<file path="src/rtl/lsq_issue_unit.sv">
// LSQ consumer: pops queue entries, holds one request per subunit handshake, and tracks
// issued loads in an in-order response FIFO that aligns/extends returned data for writeback.
module lsq_issue_unit #(
    parameter int unsigned MAX_OUTSTANDING = 4,
    parameter int unsigned ID_W            = 3,
    parameter int unsigned SUBUNITS        = 4
) (
    input  logic                    i_clk,
    input  logic                    i_rst_n,
    input  logic                    i_flush,
    input  logic                    i_lsq_valid,
    input  logic                    i_lsq_load,
    input  logic                    i_lsq_store,
    input  logic [31:0]             i_lsq_addr,
    input  logic [3:0]              i_lsq_be,
    input  logic [2:0]              i_lsq_fn3,
    input  logic [31:0]             i_lsq_data,
    input  logic [ID_W-1:0]         i_lsq_id,
    input  logic [1:0]              i_lsq_subunit,
    output logic                    o_lsq_pop,
    output logic [SUBUNITS-1:0]     o_sub_req,
    input  logic [SUBUNITS-1:0]     i_sub_ack,
    output logic [31:0]             o_sub_addr,
    output logic                    o_sub_re,
    output logic                    o_sub_we,
    output logic [3:0]              o_sub_be,
    output logic [31:0]             o_sub_wdata,
    input  logic [SUBUNITS-1:0]     i_sub_rvalid,
    input  logic [32*SUBUNITS-1:0]  i_sub_rdata,
    output logic                    o_wb_valid,
    output logic [ID_W-1:0]         o_wb_id,
    output logic [31:0]             o_wb_data,
    output logic                    o_idle
);

    localparam int unsigned PTR_W = $clog2(MAX_OUTSTANDING);
    localparam int unsigned ENT_W = ID_W + 7;
    localparam logic [PTR_W:0] CNT_MAX = (PTR_W + 1)'(MAX_OUTSTANDING);

    localparam logic [0:0] ST_IDLE = 1'b0;
    localparam logic [0:0] ST_REQ  = 1'b1;

    logic [0:0]      r_state;
    logic [31:0]     r_addr;
    logic [31:0]     r_wdata;
    logic [3:0]      r_be;
    logic [2:0]      r_fn3;
    logic [1:0]      r_sel;
    logic [ID_W-1:0] r_id;
    logic            r_re;
    logic            r_we;

    logic [ENT_W-1:0] r_fifo [MAX_OUTSTANDING];
    logic [PTR_W:0]   r_wptr;
    logic [PTR_W:0]   r_rptr;
    // Counts FIFO entries plus the load still waiting for its ack (reserved slot).
    logic [PTR_W:0]   r_count;

    logic            r_wb_valid;
    logic [ID_W-1:0] r_wb_id;
    logic [31:0]     r_wb_data;

    logic                w_ack_now;
    logic                w_full_eff;
    logic                w_pop;
    logic                w_fifo_push;
    logic                w_fifo_pop;
    logic                w_head_valid;
    logic [ENT_W-1:0]    w_head;
    logic [ID_W-1:0]     w_head_id;
    logic [2:0]          w_head_fn3;
    logic [1:0]          w_head_off;
    logic [1:0]          w_head_sub;
    logic [SUBUNITS-1:0] w_head_mask;
    logic [31:0]         w_head_rdata;
    logic [31:0]         w_shift;
    logic [31:0]         w_fmt;

    assign w_head       = r_fifo[r_rptr[PTR_W-1:0]];
    assign w_head_id    = w_head[ENT_W-1 -: ID_W];
    assign w_head_fn3   = w_head[6:4];
    assign w_head_off   = w_head[3:2];
    assign w_head_sub   = w_head[1:0];
    assign w_head_valid = (r_wptr != r_rptr);
    assign w_head_rdata = i_sub_rdata[{w_head_sub, 5'b00000} +: 32];
    assign w_shift      = w_head_rdata >> {w_head_off, 3'b000};

    assign w_ack_now   = (r_state == ST_REQ) & i_sub_ack[r_sel];
    assign w_fifo_pop  = w_head_valid & i_sub_rvalid[w_head_sub];
    assign w_fifo_push = w_ack_now & r_re;
    assign w_full_eff  = (r_count == CNT_MAX) & ~w_fifo_pop;
    assign w_pop       = i_lsq_valid & ~i_flush & ((r_state == ST_IDLE) | w_ack_now)
                       & ~(i_lsq_load & w_full_eff);

    always_comb begin
        w_fmt = w_shift;
        case (w_head_fn3)
            3'b000:  w_fmt = {{24{w_shift[7]}}, w_shift[7:0]};
            3'b001:  w_fmt = {{16{w_shift[15]}}, w_shift[15:0]};
            3'b100:  w_fmt = {24'h0, w_shift[7:0]};
            3'b101:  w_fmt = {16'h0, w_shift[15:0]};
            default: w_fmt = w_shift;
        endcase
    end

    always_comb begin
        o_sub_req = '0;
        if (r_state == ST_REQ) o_sub_req[r_sel] = 1'b1;
    end

    always_comb begin
        w_head_mask = '0;
        if (w_head_valid) w_head_mask[w_head_sub] = 1'b1;
    end

    always_ff @(posedge i_clk or negedge i_rst_n) begin
        if (!i_rst_n) begin
            r_state <= ST_IDLE;
            r_addr  <= '0;
            r_wdata <= '0;
            r_be    <= '0;
            r_fn3   <= '0;
            r_sel   <= '0;
            r_id    <= '0;
            r_re    <= 1'b0;
            r_we    <= 1'b0;
        end else if (w_pop) begin
            r_state <= ST_REQ;
            r_addr  <= i_lsq_addr;
            r_wdata <= i_lsq_data;
            r_be    <= i_lsq_be;
            r_fn3   <= i_lsq_fn3;
            r_sel   <= i_lsq_subunit;
            r_id    <= i_lsq_id;
            r_re    <= i_lsq_load;
            r_we    <= i_lsq_store;
        end else if (w_ack_now) begin
            r_state <= ST_IDLE;
        end
    end

    always_ff @(posedge i_clk) begin
        if (w_fifo_push) r_fifo[r_wptr[PTR_W-1:0]] <= {r_id, r_fn3, r_addr[1:0], r_sel};
    end

    always_ff @(posedge i_clk or negedge i_rst_n) begin
        if (!i_rst_n) begin
            r_wptr  <= '0;
            r_rptr  <= '0;
            r_count <= '0;
        end else begin
            if (w_fifo_push) r_wptr <= r_wptr + 1'b1;
            if (w_fifo_pop)  r_rptr <= r_rptr + 1'b1;
            case ({w_pop & i_lsq_load, w_fifo_pop})
                2'b10:   r_count <= r_count + 1'b1;
                2'b01:   r_count <= r_count - 1'b1;
                default: r_count <= r_count;
            endcase
        end
    end

    always_ff @(posedge i_clk or negedge i_rst_n) begin
        if (!i_rst_n) begin
            r_wb_valid <= 1'b0;
            r_wb_id    <= '0;
            r_wb_data  <= '0;
        end else begin
            r_wb_valid <= w_fifo_pop;
            if (w_fifo_pop) begin
                r_wb_id   <= w_head_id;
                r_wb_data <= w_fmt;
            end
        end
    end

    assign o_lsq_pop   = w_pop;
    assign o_sub_addr  = r_addr;
    assign o_sub_re    = r_re;
    assign o_sub_we    = r_we;
    assign o_sub_be    = r_be;
    assign o_sub_wdata = r_wdata;
    assign o_wb_valid  = r_wb_valid;
    assign o_wb_id     = r_wb_id;
    assign o_wb_data   = r_wb_data;
    assign o_idle      = (r_state == ST_IDLE) & (r_count == '0);

    // Read data may only come back from the subunit owning the oldest outstanding load.
    a_rvalid_head_only: assert property (@(posedge i_clk) disable iff (!i_rst_n)
        (i_sub_rvalid & ~w_head_mask) == '0);

endmodule

</file>
<file path="config.mk">
export PLATFORM = sky130hd
export DESIGN_NAME = lsq_issue_unit
export DESIGN_NICKNAME = d
export VERILOG_FILES = /design/src/rtl/lsq_issue_unit.sv
export SDC_FILE = /design/constraint.sdc
export NUM_CORES = 1
export LEC_CHECK = 0
export CAP_MARGIN = 40
export CORE_MARGIN = 3
export CORE_UTILIZATION = 45
export DETAILED_ROUTE_END_ITERATION = 10
export DONT_BUFFER_PORTS = 1
export SLEW_MARGIN = 10
export SYNTH_ARGS = -nofsm -noshare
export SYNTH_HDL_FRONTEND = slang
export SYNTH_SLANG_ARGS = --single-unit
</file>
<file path="constraint.sdc">
create_clock -name i_clk -period 5.5 [get_ports i_clk]
set_clock_uncertainty 0.2 [all_clocks]
set_input_delay 0.275 -clock i_clk [delete_from_list [all_inputs] [get_ports i_clk]]
set_output_delay 0.275 -clock i_clk [all_outputs]
set_load 0.05 [all_outputs]
</file>
# After elaboration in Yosys (flattened, before gate mapping)
# Memories as Yosys holds them, arrays and structs flattened.
# Index checks and enable logic that the tools add are counted.
# totals
ff_bits,124
mem_bits_rw,40
input_bits,218
output_inout_bits,112
elab_cells,65
n_memories,1
# mem_list
name,depth,word_bits,read_ports,rd_clocked_by_memory_dff,wr,line_no,text
r_fifo,4,10,1,0,1,53,logic [ENT_W-1:0] r_fifo [MAX_OUTSTANDING];
# classes
add_sub_neg,4
order_cmp,3
n_eq_ne,7
shift,2
muxes,13
bitwise,15
reduce_logical,5
# op_table
operator,count
$pmux W32 S4,1
$shiftx A128 B8 Y32,1
$shr A32 B5 Y32,1
$and A1 B1 Y1,10
$add A3 B1 Y3 const B,3
$eq A3 B3 Y1 const B,3
$mux W1,7
$logic_not A3 Y1,2
$lt A2 B3 Y1 const B,2
$pmux W3 S2,1
$bmux W1 S2,2
$mux W4,1
$not A1 Y1,4
$reduce_bool A2 Y1,2
$eq A3 B1 Y1 const B,1
$ne A3 B3 Y1,1
$sub A3 B1 Y3 const B,1
$demux W1 S2,1
$eq A2 B1 Y1 const B,1
$eq A2 B2 Y1 const B,1
$ge A2 B1 Y1 const B,1
$logic_and A1 B1 Y1,1
$or A1 B1 Y1,1

# Logic depth before layout (Yosys ltp)
# Gate-level depths: netlist (run 1).
# An unclocked memory read counts as a cell.
# logic_depth
word_depth,12
mapped_depth,16
ltp_nobuf,12

# Least setup slack after synthesis (run 1)
# Ideal clock, no wire load.
# synth_path
path_type,register to register
startpoint,register r_rptr[0]
endpoint,register r_count[2]
setup_time_ps,79
t_arrival_ps,3653
path_slack_ps,1568
path_stages_with_launch,17
period_less_slack_ps,3932
path_cell_list,dfrtp_1 -> buf_4 -> mux4_2 -> buf_6 -> mux4_2 -> o31a_1 -> or4_1 -> and4b_1 -> buf_6 -> buf_6 -> nand2_1 -> ha_1 -> inv_1 -> fa_1 -> xor2_1 -> nor2_1 -> xor2_1
# synth_between
elab_chain_len,12
word_cells_on_any_way,15
classes_between,eq/ne: 3; mux: 3; bitwise: 7; reduce/logical: 1; memory: 1
# synth_rtl
item,line_no,text
from (decl),55,logic [PTR_W:0] r_rptr;
from (signal assigned),153,if (w_fifo_pop) r_rptr <= r_rptr + 1'b1;
$mem_v2 Z4 W10,--,
$bmux W1 S2,89,assign w_fifo_pop = w_head_valid & i_sub_rvalid[w_head_sub];
$mux W1 (not written as such),89,
$and A1 B1 Y1 (*),89,
$not A1 Y1 (*),91,assign w_full_eff = (r_count == CNT_MAX) & ~w_fifo_pop;
$and A1 B1 Y1 (*),91,
$and A1 B1 Y1 (*),93,& ~(i_lsq_load & w_full_eff);
$not A1 Y1 (*),93,
$and A1 B1 Y1 (*),93,
named net o_lsq_pop,20,"output logic o_lsq_pop,"
$and A1 B1 Y1 (*),154,"case ({w_pop & i_lsq_load, w_fifo_pop})"
$eq A2 B1 Y1 or $eq A2 B2 Y1 (tied branches),154,
$pmux W3 S2 or $reduce_bool A2 Y1 (tied branches),--,
to (signal assigned),155,2'b10: r_count <= r_count + 1'b1;
to (signal assigned),156,2'b01: r_count <= r_count - 1'b1;
to (signal assigned),157,default: r_count <= r_count;
to (decl),57,logic [PTR_W:0] r_count;
# The timed path passes the listed nets; every way through them passes the cells marked *. The select of a mux whose other input is x is not followed.
# A chain may end at the register's enable or synchronous reset.

# Final worst setup path (run 1)
# layout_path
startpoint,register r_rptr[1]
endpoint,output o_lsq_pop
# layout_between
elab_chain_len,9
word_cells_on_any_way,10
classes_between,eq/ne: 1; mux: 2; bitwise: 6; memory: 1
# layout_rtl
item,line_no
$mem_v2 Z4 W10,--
$bmux W1 S2,89
$mux W1 (not written as such),89
$and A1 B1 Y1 (*),89
$not A1 Y1 (*),91
$and A1 B1 Y1 (*),91
$and A1 B1 Y1 (*),93
$not A1 Y1 (*),93
$and A1 B1 Y1 (*),93
to (decl),20
# Mark *: on every way between the ends. The rest lies on a longest branch, timed or not. The select of a mux whose other input is x is not followed.

==> impl_results.md, run 1 <==
* Status: finished, final reports clean
* DRT iter0 DRCs at 244
* Flop pwr share at 0.480
* DR vias at 5148
* FF/Latch Area at 4304 um^2
* TritonCTS clock tree: done
* CP cell instances: mux4_2 > mux4_2 > o31a_2 > or4_1 > and4b_4 > buf_4 > buf_16
* CP arrival at 3710 ps
* Hold path depth at 3
* Worst-Margin Slew at 865.8 ps
* Most used cell, CP: mux4_2
* Core Region at 17660 um^2
* Most frequent cells in the layout: dfrtp_1 (124), dlygate4sd3_1 (79), mux2_4 (76), nand2_1 (53), mux2i_1 (47)
* Final hold viol count at 0
* RSZ-0062 raised after global routing: no
* Register area share after synthesis at 0.5208
* Io pins at 330
* Flops & latches, synth at 164
* Maximum VDD drop at 0.0003866 V
* Number of distinct library cells after synthesis at 43
* Area of the multi-input gates at 3715 um^2
* Initial Utilization at 0.4680
* Worst r2r path cells at 12
* DR vias/cell at 5.752
* Crit path time final at 4185 ps
* Post-synth ARST share at 0.7561
* Final setup viols at 0
* Fin nets at 880
* Critical path depth in cells at 7
* Post-CTS Setup Repair Bufs at 0
* WP buf/inv at 2
* Global-route wire length before repair at 32.46 mm
* CTS Buf Count at 17
* Commonest non-fill, non-tap cell in the layout: dfrtp_1
* Top cell type's share of synthesized area at 0.3755
* Sw Share at 0.4905
* Row cnt at 48
* Slew margin rel. at 0.4203
* Die area at 20030 um^2
* DR pass1 iterations at 5
* Layout cells sized above 1 at 0.2605
* Final wirelength at 21.76 mm
* Hold crit path type: input pin to flip-flop
* Worst-path clk slew at 70 ps
* Die Y at 141.5 um
* EDFF count, synth at 40
* CTS resizes at 0
* Clock power frac at 0.170
* WS Path Type: flip-flop to primary output
* Initial antenna violation count at 2
* DRC viols at 0
* Port buffer count at 0
* Logic pwr share at 0.351
* LEAKAGE at 4.121 nW
* Final Wtd Congestion at 0.8548
* P per Cell Area at 730.6 nW/um^2
* Final setup TNS at 0 ps
* Synth area leaders: dfrtp_1 (38%), edfxtp_1 (15%), mux2_4 (14%), mux4_2 (9.0%), mux2i_1 (5.7%)
* Detailed Place HPWL at 15.62 mm
* Crit-path max cell delay at 790 ps
* Grt ovf at 0
* Layout fillers at 1420
* Synth area leader: dfrtp_1
* Vias in the first global route at 5721
* Synthesized netlist cell count at 584
* Mapped Nets at 809
* Post-synth top flop: dfrtp_1
* CP delay by family, top: simple AND/OR/NAND/NOR gates
* Clock tree sinks at 164
* Final core occ at 0.5602
* P_int at 3.682 mW
* CTS H-tree depth at 4
* Syn avg cell area at 14.15 um^2
* Drt wl/cell at 24.32 um
* Clk Latency, worst-skew pair at 430 ps
* P&R area growth vs syn at 19.68%
* Total GRT Usage at 0.2111
* Ys Warns at 0
* Critical-path top delay cell: dfrtp_1
* Crit-path max FO at 36
* Synth Cell Area at 8264 um^2
* Pins Over Slew Limit at 0
* Final worst-path cycle share at 0.7609
* Worst path required time at 5030 ps
* Fmax achieved at 0.2390 GHz
* DRT antenna net count at 0
* NetSw at 3.545 mW
* Clk buf depth at 2
* CP Launch Type: flip-flop
* Max-cap viol count at 0
* Die width at 141.5 um
* Pin count of the biggest net entering global routing at 125
* CP endpoint kind: primary output
* Root buffer cell: clkbuf_16
flip-flops by register name, summed over array words and instances (netlist names), 2 cells and up:
signal	flops
o_sub_addr	32
o_sub_be	4
o_sub_wdata	32
o_wb_data	32
o_wb_id	3
r_count	3
r_fifo	40
r_fn3	3
r_id	3
r_rptr	3
r_sel	2
r_wptr	3
per-layer routing:
metal / vias to the layer above / track usage / routed length [um]
met3: 27 / 0.07651 / 1873
met5: - / 0 / 0
met2: 228 / 0.3674 / 11330
met1: 2571 / 0.2444 / 8229
li1: 2322 / - / -
met4: 0 / 0.06465 / 332
final timing paths:
check / start / to / slack, ps
hold reg to reg: r_wptr[2] / r_wptr[2] / 290
setup / recovery: r_rptr[1] / o_lsq_pop / 1320
min in group asynchronous: i_rst_n / o_sub_wdata[3] / 280
max in group asynchronous: i_rst_n / o_wb_data[28] / 4320
hold / removal: i_sub_rdata[91] / o_wb_data[27] / 150
setup reg to reg: r_rptr[1] / r_count[2] / 1330
worst reg2reg max path, stage by stage (launching register included):
cell,delay (ps)
dfrtp_1,790
mux4_2,440
mux4_2,430
o31a_2,130
or4_1,460
and4b_4,390
nand2_1,170
ha_1,200
inv_1,70
fa_1,380
xor2_1,150
nor2_1,110
xor2_1,160
per-stage QoR:
| stage | cell area (um^2) | worst slack, ps | hold WS [ps] | cells | power, mW |
|---|---|---|---|---|---|
| floorplan | 8264 | 1568 | -220.6 | 584 | 5.388 |
| global placement | 8391 | 1412 | -217.0 | 778 | 5.873 |
| detailed placement | 8406 | 1287 | -217.5 | 780 | 5.959 |
| CTS | 9858 | 1133 | 130.2 | 892 | 7.277 |
| global route | 9891 | 1117 | 165.9 | 895 | 7.608 |
| finish | 9891 | 1315 | 150.0 | 895 | 7.227 |
Yosys cell counts (all sizes together) (3+ instances only):
library cell,number
dfrtp,124
a21o,8
and2,5
xor2,7
mux2i,47
mux2,91
nand2,53
clkbuf,18
edfxtp,40
inv,8
a31oi,23
o21ai,5
nand3,9
xnor2,3
ha,6
buf,21
a22oi,16
a21oi,17
nor2,25
mux4,33
o22a,7
power groups by stage:
| stage | registers [mW] | logic (mW) | clock network (mW) |
|---|---|---|---|
| 2_1_floorplan | 3.30 | 2.09 | 0 |
| 5_1_grt | 3.53 | 2.77 | 1.31 |
| 3_3_place_gp | 3.48 | 2.40 | 0 |
| 3_5_place_dp | 3.49 | 2.47 | 0 |
| 4_1_cts | 3.47 | 2.54 | 1.26 |
| 6_report | 3.47 | 2.53 | 1.23 |
cell type report:
type | instances | share of cell area
Multi-Input combinational cell | 373 | 0.3756
Tap cell | 225 | 0.02846
Antenna cell | 2 | 0.0005060
Inverter | 8 | 0.003036
Clock buffer | 18 | 0.04554
Timing Repair Buffer | 91 | 0.09311
Clock inverter | 14 | 0.01860
Sequential cell | 164 | 0.4352
repair_timing:
item | in CTS | in global routing
hold endpoints to repair | 202 | 0
setup endpoints to repair | 0 | 0
hold buffers | 80 | 0
cell families (layout without fill, tap and decap cells):
family | after synthesis | count (layout) | share of synthesized area
and+or+nand+nor | 105 | 105 | 0.05541
AOI/OAI and AO/OA | 80 | 80 | 0.06465
adders and majority gates | 7 | 7 | 0.01151
other | 0 | 2 | 0
buffers and inverters | 47 | 131 | 0.03164
muxes | 171 | 171 | 0.3054
DFF | 164 | 164 | 0.5208
xor gates and xnor gates | 10 | 10 | 0.01060
(Power assumes the default switching activity.)
==> inputs of run 2 (changes only) <==
==> constraint.sdc (replaced) <==
create_clock -name i_clk -period 4.11 [get_ports i_clk]
set_clock_uncertainty 0.2 [all_clocks]
set_input_delay 0.2055 -clock i_clk [delete_from_list [all_inputs] [get_ports i_clk]]
set_output_delay 0.2055 -clock i_clk [all_outputs]
set_load 0.05 [all_outputs]
==> run 2 against run 1 <==
Against the previous run:
- final area down 0.25%
- first-iteration DRC count up 10%
- die area unchanged
- highest routed layer unchanged
==> impl_results.md, run 2 (synthesis results as in run 1) <==
* LEAKAGE at 4.121 nW (about the same)
* RSZ-0062 raised after global routing: no
* CTS H-tree depth at 4 (unchanged)
* Worst R2R Start: r_rptr[0]
* Final wirelength at 21.44 mm (-1.5%)
* DRT antenna net count at 0 (unchanged)
* Die area at 20030 um^2 (unchanged)
* P per Cell Area at 971.6 nW/um^2 (+33%)
* Die Y at 141.5 um (unchanged)
* Largest register FFs at 40 (unchanged)
* Hold path depth at 3 (unchanged)
* Fin nets at 885 (+0.57%)
* CTS resizes at 0 (unchanged)
* Io pins at 330 (unchanged)
* Area of the multi-input gates at 3715 um^2 (unchanged)
* Die width at 141.5 um (unchanged)
* Maximum VDD drop at 0.0005352 V (+38%)
* Fmax achieved at 0.2684 GHz
* Pins Over Slew Limit at 0 (unchanged)
* Port buffer count at 0 (unchanged)
* DR pass1 iterations at 4 (-1)
* Hold Path End: o_wb_data[29]
* CTS Buf Count at 17 (unchanged)
* Worst r2r path cells at 12 (unchanged)
* Final setup TNS at 0 ps (unchanged)
* Tot Pwr at 9.586 mW (+33%)
* Worst hold start: i_sub_rdata[29]
* Slew margin rel. at 0.4170 (-0.003238)
* Worst-path clk slew at 70 ps (about the same)
* Placed cell area at 8436 um^2 (+0.36%)
* Drt wl/cell at 23.88 um (-1.8%)
* Clk Latency, worst-skew pair at 420 ps (about the same)
* CP Launch Type: flip-flop
* Layout cells sized above 1 at 0.2645 (+0.004008)
* Vias in the first global route at 5682 (-0.68%)
* Flop-to-flop setup slack at 380 ps (-950 ps)
* Status: finished, final reports clean
* P&R area growth vs syn at 19.38%
* Antenna cells at 0 (-2)
* Hold crit path type: input pin to flip-flop
* DR vias/cell at 5.801 (+0.85%)
* Detailed Place HPWL at 15.47 mm (-0.99%)
* CP arrival at 3870 ps (+160 ps)
* FF/Latch Area at 4304 um^2 (unchanged)
* CP endpoint kind: flip-flop
* Commonest non-fill, non-tap cell in the layout: dfrtp_1
* DRC viols at 0 (unchanged)
* DR vias at 5209 (+1.2%)
* Final Wtd Congestion at 0.8340 (-2.4%)
* Max-cap viol count at 0 (unchanged)
* Grt ovf at 0 (unchanged)
* Total GRT Usage at 0.2092 (-0.001857)
* Layout fillers at 1419 (-0.070%)
* Pin count of the biggest net entering global routing at 125 (unchanged)
* TritonCTS clock tree: done
* Most frequent cells in the layout: dfrtp_1 (124), dlygate4sd3_1 (80), mux2_4 (76), nand2_1 (53), mux2i_1 (47)
* Final hold viol count at 0 (unchanged)
* Initial Utilization at 0.4680 (unchanged)
* RR Endpoint: r_count[2]
* Worst path required time at 4260 ps (-770 ps)
* Global-route wire length before repair at 32.22 mm (-0.76%)
* Row cnt at 48 (unchanged)
* Clk buf depth at 2 (unchanged)
* DRT iter0 DRCs at 269 (+10%)
* Crit path time final at 3725 ps
* Hold_ws at 86.68 ps (-63.36 ps)
* Crit-path max FO at 6 (-83%)
* Root buffer cell: clkbuf_16
* Initial antenna violation count at 0 (-2)
* Core Region at 17660 um^2 (unchanged)
* Fin area at 9866 um^2 (-0.25%)
* WS Path Type: flip-flop to flip-flop
* Worst-Margin Slew at 870.6 ps (+4.836 ps)
* Final worst-path cycle share at 0.9064
* Final setup viols at 0 (unchanged)
* Clock tree sinks at 164 (unchanged)
==> run 2: cell types whose count changed in the layout (fill, tap and decap cells not counted), moves of 2 or more <==
cell,change
buf_4,+4
clkinv_8,-3
diode_2,-2
inv_4,+2
==> run 2: cell type report <==
| type | count | area share |
|---|---|---|
| Sequential cell | 164 | 0.4363 |
| Multi-Input combinational cell | 373 | 0.3765 |
| Timing Repair Buffer | 96 | 0.09740 |
| Clock buffer | 18 | 0.04451 |
| Tap cell | 225 | 0.02854 |
| Clock inverter | 14 | 0.01370 |
| Inverter | 8 | 0.003044 |
==> run 2: stage by stage <==
| step | setup WS, ps | cells | util |
|---|---|---|---|
| 2_1_floorplan | 178.1 | 584 | - |
| 5_1_grt | 177.8 | 898 | 0.5587 |
| 4_1_cts | 347.2 | 897 | 0.5572 |
| 3_5_place_dp | 357.6 | 784 | 0.4777 |
| 6_report | 384.9 | 898 | 0.5587 |
| 3_3_place_gp | 475.1 | 783 | 0.4773 |
==> run 2: layer usage <==
metal  wire (um)  vias up  part of all wire  track usage
li1            -     2330                 -            -
met3        1563       30             0.073      0.06437
met4         387        0             0.018      0.06970
met5           0        -                 0            0
met1        8282     2622              0.39       0.2459
met2       11210      227              0.52       0.3657
==> run 2: timing repair <==
action                                 4_1_cts  5_1_grt
endpoints found under the hold margin      204        0
buffers inserted                             0        0
hold buffers                                81        0
==> run 2: where the power goes <==
group          internal (mW)  switching, mW
registers               2.31           2.30
clock network          0.819          0.705
logic                   1.72           1.72
total                   4.85           4.73
==> run 2: worst max path at each step <==
stage          cells after the start  slack [ps]          to  startpoint
6_report                          12         380  r_count[2]   r_rptr[0]
3_5_place_dp                      12         360  r_count[2]   r_rptr[0]
4_1_cts                           12         350  r_count[2]   r_rptr[0]
5_1_grt                           12         180  r_count[2]   r_rptr[0]
3_3_place_gp                      12         480  r_count[2]   r_rptr[0]
2_1_floorplan                     16         180  r_count[2]   r_rptr[0]
==> run 2: critical path, stage by stage (launching register included) <==
cell and delay (ps):
dfrtp_1 520, mux4_2 580, mux4_2 430, o31a_2 130
or4_1 460, and4b_4 200, nand2_1 90, ha_1 180
inv_1 60, fa_1 370, xor2_1 150, nor2_1 120
xor2_1 150
